==> src/rtl/onehot_decoder_seq_if.sv <==
// Request/response bundle for onehot_decoder_seq: decode requests in, registered one-hot vector out.
// The master drives requests and the slave (the decoder) drives the vector and status.
interface onehot_decoder_seq_if #(
    parameter int SEL_W = 4
);
    localparam int OUT_W = 2**SEL_W;

    logic             in_valid;
    logic             in_ready;
    logic [SEL_W-1:0] in_sel;
    logic             sweep_start;
    logic [OUT_W-1:0] out_onehot;
    logic             out_valid;
    logic [SEL_W-1:0] out_index;
    logic             busy;
    logic             sweep_done;

    modport master (
        output in_valid, in_sel, sweep_start,
        input  in_ready, out_onehot, out_valid, out_index, busy, sweep_done
    );

    modport slave (
        input  in_valid, in_sel, sweep_start,
        output in_ready, out_onehot, out_valid, out_index, busy, sweep_done
    );
endinterface

==> src/rtl/onehot_decoder_seq.sv <==
// Registered binary-to-one-hot decoder; each vector is held PULSE_LEN cycles, plus an 0..OUT_W-1 sweep mode.
// Optional macro DECODER_ZERO_MASK_EN: index 0 yields an all-zero vector (x0 write protection).
module onehot_decoder_seq #(
    parameter int SEL_W     = 4,
    parameter int PULSE_LEN = 1
) (
    input  logic                clk,
    input  logic                rst_n,
    onehot_decoder_seq_if.slave bus
);
    localparam int               OUT_W    = 2**SEL_W;
    localparam logic [7:0]       RELOAD   = 8'(PULSE_LEN - 1);
    localparam logic [SEL_W-1:0] LAST_IDX = SEL_W'(OUT_W - 1);

    typedef enum logic [1:0] {IDLE, DRIVE, SWEEP} state_t;

    state_t     state;
    logic [7:0] counter;

    function automatic logic [OUT_W-1:0] decode(input logic [SEL_W-1:0] idx);
        logic [OUT_W-1:0] vec;
        vec      = '0;
        vec[idx] = 1'b1;
`ifdef DECODER_ZERO_MASK_EN
        if (idx == '0) begin
            vec = '0;
        end
`endif
        return vec;
    endfunction

    // A pending sweep request wins over a decode, so it also withholds ready.
    assign bus.in_ready = rst_n && (state == IDLE) && !bus.sweep_start;
    assign bus.busy     = (state != IDLE);

    always_ff @(posedge clk) begin
        if (!rst_n) begin
            state          <= IDLE;
            counter        <= '0;
            bus.out_onehot <= '0;
            bus.out_valid  <= 1'b0;
            bus.out_index  <= '0;
            bus.sweep_done <= 1'b0;
        end else begin
            bus.sweep_done <= 1'b0;
            case (state)
                IDLE: begin
                    if (bus.sweep_start) begin
                        state          <= SWEEP;
                        counter        <= RELOAD;
                        bus.out_onehot <= decode('0);
                        bus.out_valid  <= 1'b1;
                        bus.out_index  <= '0;
                    end else if (bus.in_valid) begin
                        state          <= DRIVE;
                        counter        <= RELOAD;
                        bus.out_onehot <= decode(bus.in_sel);
                        bus.out_valid  <= 1'b1;
                        bus.out_index  <= bus.in_sel;
                    end
                end
                DRIVE: begin
                    if (counter == 8'd0) begin
                        state          <= IDLE;
                        bus.out_onehot <= '0;
                        bus.out_valid  <= 1'b0;
                    end else begin
                        counter <= counter - 8'd1;
                    end
                end
                SWEEP: begin
                    // Steps run back to back; the last index ends the sweep instead of wrapping.
                    if (counter == 8'd0) begin
                        if (bus.out_index == LAST_IDX) begin
                            state          <= IDLE;
                            bus.out_onehot <= '0;
                            bus.out_valid  <= 1'b0;
                            bus.sweep_done <= 1'b1;
                        end else begin
                            counter        <= RELOAD;
                            bus.out_onehot <= decode(bus.out_index + 1'b1);
                            bus.out_index  <= bus.out_index + 1'b1;
                        end
                    end else begin
                        counter <= counter - 8'd1;
                    end
                end
                default: begin
                    state <= IDLE;
                end
            endcase
        end
    end
endmodule

==> src/flat_wrapper.sv <==
// flat-port wrapper written by rule: the top's interface ports become plain ports
module onehot_decoder_seq_flat 
#(
    parameter int SEL_W     = 4,
    parameter int PULSE_LEN = 1
)
  (clk, rst_n, bus_in_valid, bus_in_sel, bus_sweep_start, bus_in_ready, bus_out_onehot, bus_out_valid, bus_out_index, bus_busy, bus_sweep_done);
  onehot_decoder_seq_if #(.SEL_W(SEL_W)) bus_i ();
  input  logic clk;
  input  logic rst_n;
  input wire logic [$bits(bus_i.in_valid)-1:0] bus_in_valid;
  input wire logic [$bits(bus_i.in_sel)-1:0] bus_in_sel;
  input wire logic [$bits(bus_i.sweep_start)-1:0] bus_sweep_start;
  output wire logic [$bits(bus_i.in_ready)-1:0] bus_in_ready;
  output wire logic [$bits(bus_i.out_onehot)-1:0] bus_out_onehot;
  output wire logic [$bits(bus_i.out_valid)-1:0] bus_out_valid;
  output wire logic [$bits(bus_i.out_index)-1:0] bus_out_index;
  output wire logic [$bits(bus_i.busy)-1:0] bus_busy;
  output wire logic [$bits(bus_i.sweep_done)-1:0] bus_sweep_done;
  assign bus_i.in_valid = bus_in_valid;
  assign bus_i.in_sel = bus_in_sel;
  assign bus_i.sweep_start = bus_sweep_start;
  assign bus_in_ready = bus_i.in_ready;
  assign bus_out_onehot = bus_i.out_onehot;
  assign bus_out_valid = bus_i.out_valid;
  assign bus_out_index = bus_i.out_index;
  assign bus_busy = bus_i.busy;
  assign bus_sweep_done = bus_i.sweep_done;
  onehot_decoder_seq #(.SEL_W(SEL_W), .PULSE_LEN(PULSE_LEN)) u_core (.clk(clk), .rst_n(rst_n), .bus(bus_i));
endmodule
==> config.mk <==
export PLATFORM = sky130hd
export DESIGN_NAME = onehot_decoder_seq_flat
export DESIGN_NICKNAME = d
export VERILOG_FILES = /design/src/rtl/onehot_decoder_seq_if.sv /design/src/rtl/onehot_decoder_seq.sv /design/src/flat_wrapper.sv
export SDC_FILE = /design/constraint.sdc
export NUM_CORES = 1
export LEC_CHECK = 0
export CORE_MARGIN = 2
export CORE_UTILIZATION = 49
export CTS_CLUSTER_SIZE = 30
export DETAILED_ROUTE_END_ITERATION = 16
export GPL_TIMING_DRIVEN = 0
export PLACE_DENSITY = 0.76
export SETUP_SLACK_MARGIN = 0.3
export SLEW_MARGIN = 20
export SYNTH_ARGS = -nofsm -noshare
export SYNTH_HDL_FRONTEND = slang
export SYNTH_SLANG_ARGS = --single-unit
==> constraint.sdc <==
create_clock -name clk -period 1.8 [get_ports clk]
set_input_delay 0.27 -clock clk [delete_from_list [all_inputs] [get_ports clk]]
set_output_delay 0.27 -clock clk [all_outputs]
set_load 0.01 [all_outputs]
==> results.sh, run 1 <==
export IMPL_powerDensity_nw_per_um2=670
export IMPL_crit_fanout=5
export IMPL_worstMarginPinSlew_ns=0.736
export IMPL_drtIter0Drc=306
export IMPL_vias=2572
export IMPL_critical_path_class="flip-flop to flip-flop"
export IMPL_maxCapViolations=0
export IMPL_maxSlewHeadroom=0.509
export IMPL_io_pins=32
export IMPL_core_area_um2=4290
export IMPL_cts_made_buffers=5
export IMPL_min_period_ns=2.01
export IMPL_met2_usage=0.429
export IMPL_fillers=278
export IMPL_rr_startpoint="u_core.counter[0]"
export IMPL_min_from="u_core.bus.out_onehot[1]"
export IMPL_clk_latency_ns=0.29
export IMPL_max_vdd_ir_drop_mv=0.378
export IMPL_grt_start_max_net_pins=11
export IMPL_grt_pass1_vias=2167
export IMPL_clock_root_buffer="clkbuf_8"
export IMPL_setup_viol=25
export IMPL_skew_ns=0.00548
export IMPL_synth_net_count=273
export IMPL_synth_seq_cells=32
export IMPL_drive_above_1_share=0.333
export IMPL_crit_path_start_kind="flip-flop"
export IMPL_hp_class="flip-flop to flip-flop"
export IMPL_drc=0
export IMPL_hpwl_mm=4.31
export IMPL_area_growth_syn_to_layout_pct=54.7
export IMPL_postCtsHoldBufs=0
export IMPL_fmax_mhz=498
export IMPL_timing_critical_path_from="u_core.counter[0]"
export IMPL_synthDistinctLibCells=55
export IMPL_synth_area_per_cell_um2=8.46
export IMPL_arrival_ns=2.17
export IMPL_r2r_slack_ns=-0.21
export IMPL_status="complete, but fails checks"
export IMPL_wire_per_inst_um=20.0
export IMPL_grt_ovfl_total=0
export IMPL_rows=24
export IMPL_cp_end_kind="flip-flop"
export IMPL_yosys_warnings=0
export IMPL_finalWirelength_mm=7.56
export IMPL_synthFlopType="dfxtp_1"
export IMPL_synth_cells=254
export IMPL_grt_use_total=0.265
export IMPL_synth_edf_count=0
export IMPL_worstPathRequired_ns=1.97
export IMPL_yosysSeqAreaShare=0.298
export IMPL_cts_sinks=32
export IMPL_period_share=1.12
export IMPL_top_usage_layer="met2"
export IMPL_num_nets_final=345
export IMPL_synthArstFlopShare=0
export IMPL_clk_pin_slew_ns=0.07
export IMPL_place_area_um2=2580
export IMPL_gp_congestion=0.878
export IMPL_io_buffers=30
export IMPL_htreeDepth=2
export IMPL_start_util=0.501
export IMPL_finalHoldViolCount=0
export IMPL_rsz0062_at_grt="yes"
export IMPL_violations="negative setup slack"
export IMPL_antenna_found_initial=0
export IMPL_antenna_cells_inserted=0
export IMPL_postRouteAntennaNets=0
export IMPL_slew_viol_final=0
export IMPL_dieArea_um2=4930
export IMPL_synth_area_um2=2150
export IMPL_grt_pass1_wl_mm=10.4
export IMPL_crit_chain="inv_2 -> ha_4 -> or4b_4 -> o22ai_4 -> and2_4 -> buf_6 -> buf_12 -> buf_8 -> a311oi_1"
export IMPL_use_met3=0.0577
export IMPL_grt_met1_usage=0.351
export IMPL_die_y_um=70.2
export IMPL_die_w_um=70.2
export IMPL_cts_tree="built"
export IMPL_final_area_um2=3320
export IMPL_vias_per_cell=6.79
export IMPL_slowest_delay_ns=0.51
export IMPL_leakagePower_nw=1.30
export IMPL_fin_ws_ns=-0.207
export IMPL_crit_slowest_cell="or4b_4"
export IMPL_cts_buffer_depth=2
export IMPL_p_total_w=0.00223
export IMPL_drtPass1Iterations=7
## routing by layer
layer / share of wire / vias to the layer above
met5: 0 / -
met4: 0.029 / 0
met3: 0.086 / 35
met2: 0.48 / 165
met1: 0.40 / 1231
li1: - / 1141
## path summary, 6_finish.rpt
path         depth (start not counted)                         to
min reg2reg                          1   u_core.bus.out_onehot[1]
min                                  1   u_core.bus.out_onehot[1]
max                                  9  u_core.bus.out_onehot[13]
max reg2reg                          9  u_core.bus.out_onehot[13]
## flip-flops by register name, summed over array words and instances, names as in the netlist
name                   cells
u_core.bus.out_index       4
u_core.bus.out_onehot     16
u_core.bus.out_valid       1
u_core.bus.sweep_done      1
u_core.counter             8
u_core.state               2
## kinds of logic after synthesis
logic type	Yosys count	synth area share
flops	32	0.298
buf+inv	33	0.0751
xor+xnor	1	0.00408
simple gates	84	0.224
compound gates	93	0.335
fa+ha+maj	11	0.0640
## synth_stat cells (3+ instances only)
cell type | n | area share
nor3_1 | 3 | 0.0070
clkbuf_1 | 11 | 0.019
inv_1 | 14 | 0.024
dfxtp_1 | 32 | 0.30
nand4_1 | 6 | 0.017
buf_6 | 3 | 0.016
a31oi_1 | 6 | 0.017
o21ai_0 | 10 | 0.023
o211a_1 | 4 | 0.019
a311oi_1 | 10 | 0.041
nor2b_1 | 3 | 0.0087
nor2_1 | 16 | 0.028
ha_1 | 11 | 0.064
o21ai_1 | 3 | 0.0070
o2111ai_1 | 3 | 0.012
nand2_1 | 16 | 0.028
and4_1 | 5 | 0.020
nand3b_1 | 3 | 0.010
nand3_1 | 9 | 0.021
a21oi_1 | 15 | 0.035
o311ai_1 | 4 | 0.016
o211ai_1 | 7 | 0.024
or3_1 | 5 | 0.015
a21o_1 | 3 | 0.010
o31ai_1 | 3 | 0.010
buf_2 | 3 | 0.0070
o221a_1 | 7 | 0.037
or4_1 | 3 | 0.010
## area by class of cell
class / instances / area, µm² / area share
multi-input cells: 189 / 1650 / 0.496
flip-flops and latches: 32 / 658 / 0.198
repair buffers: 65 / 636 / 0.191
plain buffers: 18 / 156 / 0.0470
clock buffers: 8 / 90.1 / 0.0271
inverters: 15 / 68.8 / 0.0207
well taps: 52 / 65.1 / 0.0196
## through the flow
| stage | utilization | worst slack (ns) | TNS, ns | std cells | hold WS, ns |
|---|---|---|---|---|---|
| 2_1_floorplan | - | -0.00310 | -0.00657 | 254 | 0.458 |
| 3_3_place_gp | 0.601 | -0.686 | -3.80 | 336 | 0.465 |
| 3_5_place_dp | 0.601 | -0.637 | -3.62 | 336 | 0.467 |
| 4_1_cts | 0.673 | -0.0976 | -1.27 | 357 | 0.472 |
| 5_1_grt | 0.774 | -0.253 | -5.00 | 379 | 0.490 |
| 6_report | 0.774 | -0.207 | -3.85 | 379 | 0.478 |
## worst max-delay path, delay by kind of cell, from the launching register on
family | cells | cell delay, ns
adders and majority gates | 1 | 0.14
and+or+nand+nor | 2 | 0.70
AOI/OAI and AO/OA | 2 | 0.29
DFF | 1 | 0.33
buffers and inverters | 4 | 0.41
## layout by cell type (no fill, tap or decap), types with 6 or more instances in the layout
cell type,synthesis,layout
a21oi_1,15,13
a311oi_1,10,8
buf_4,0,29
buf_6,3,9
clkbuf_1,11,6
clkbuf_8,0,7
clkdlybuf4s50_1,0,23
dfxtp_1,32,26
ha_1,11,6
inv_1,14,9
nand2_1,16,16
nand3_1,9,9
nand4_1,6,6
nor2_1,16,14
o211ai_1,7,7
o21ai_0,10,8
o221a_1,7,7
## repair_timing
item / 4_1_cts / 5_1_grt
cloned: 1 / 1
gates resized for setup: 35 / 55
pin swaps: 6 / 28
setup buffers: 12 / 21
hold endpoints to repair: 0 / 0
setup endpoints to repair: 36 / 35
## where the power goes
group,leakage (nW),switching [W],internal [W]
Sequential,0.265,0.0000345,0.000760
Combinational,0.988,0.000450,0.000395
Clock,0.0455,0.000277,0.000312
Note: power is estimated with default switching activity, not from simulation.
==> inputs of run 2 (changes only) <==
--- a/config.mk
+++ b/config.mk
@@ -5,6 +5,7 @@
 export SDC_FILE = /design/constraint.sdc
 export NUM_CORES = 1
 export LEC_CHECK = 0
+export CAP_MARGIN = 20
 export CORE_MARGIN = 2
 export CORE_UTILIZATION = 49
 export CTS_CLUSTER_SIZE = 30
==> results of run 2 <==
Same layout as run 1: the final DEF is identical, and so are final timing and power.
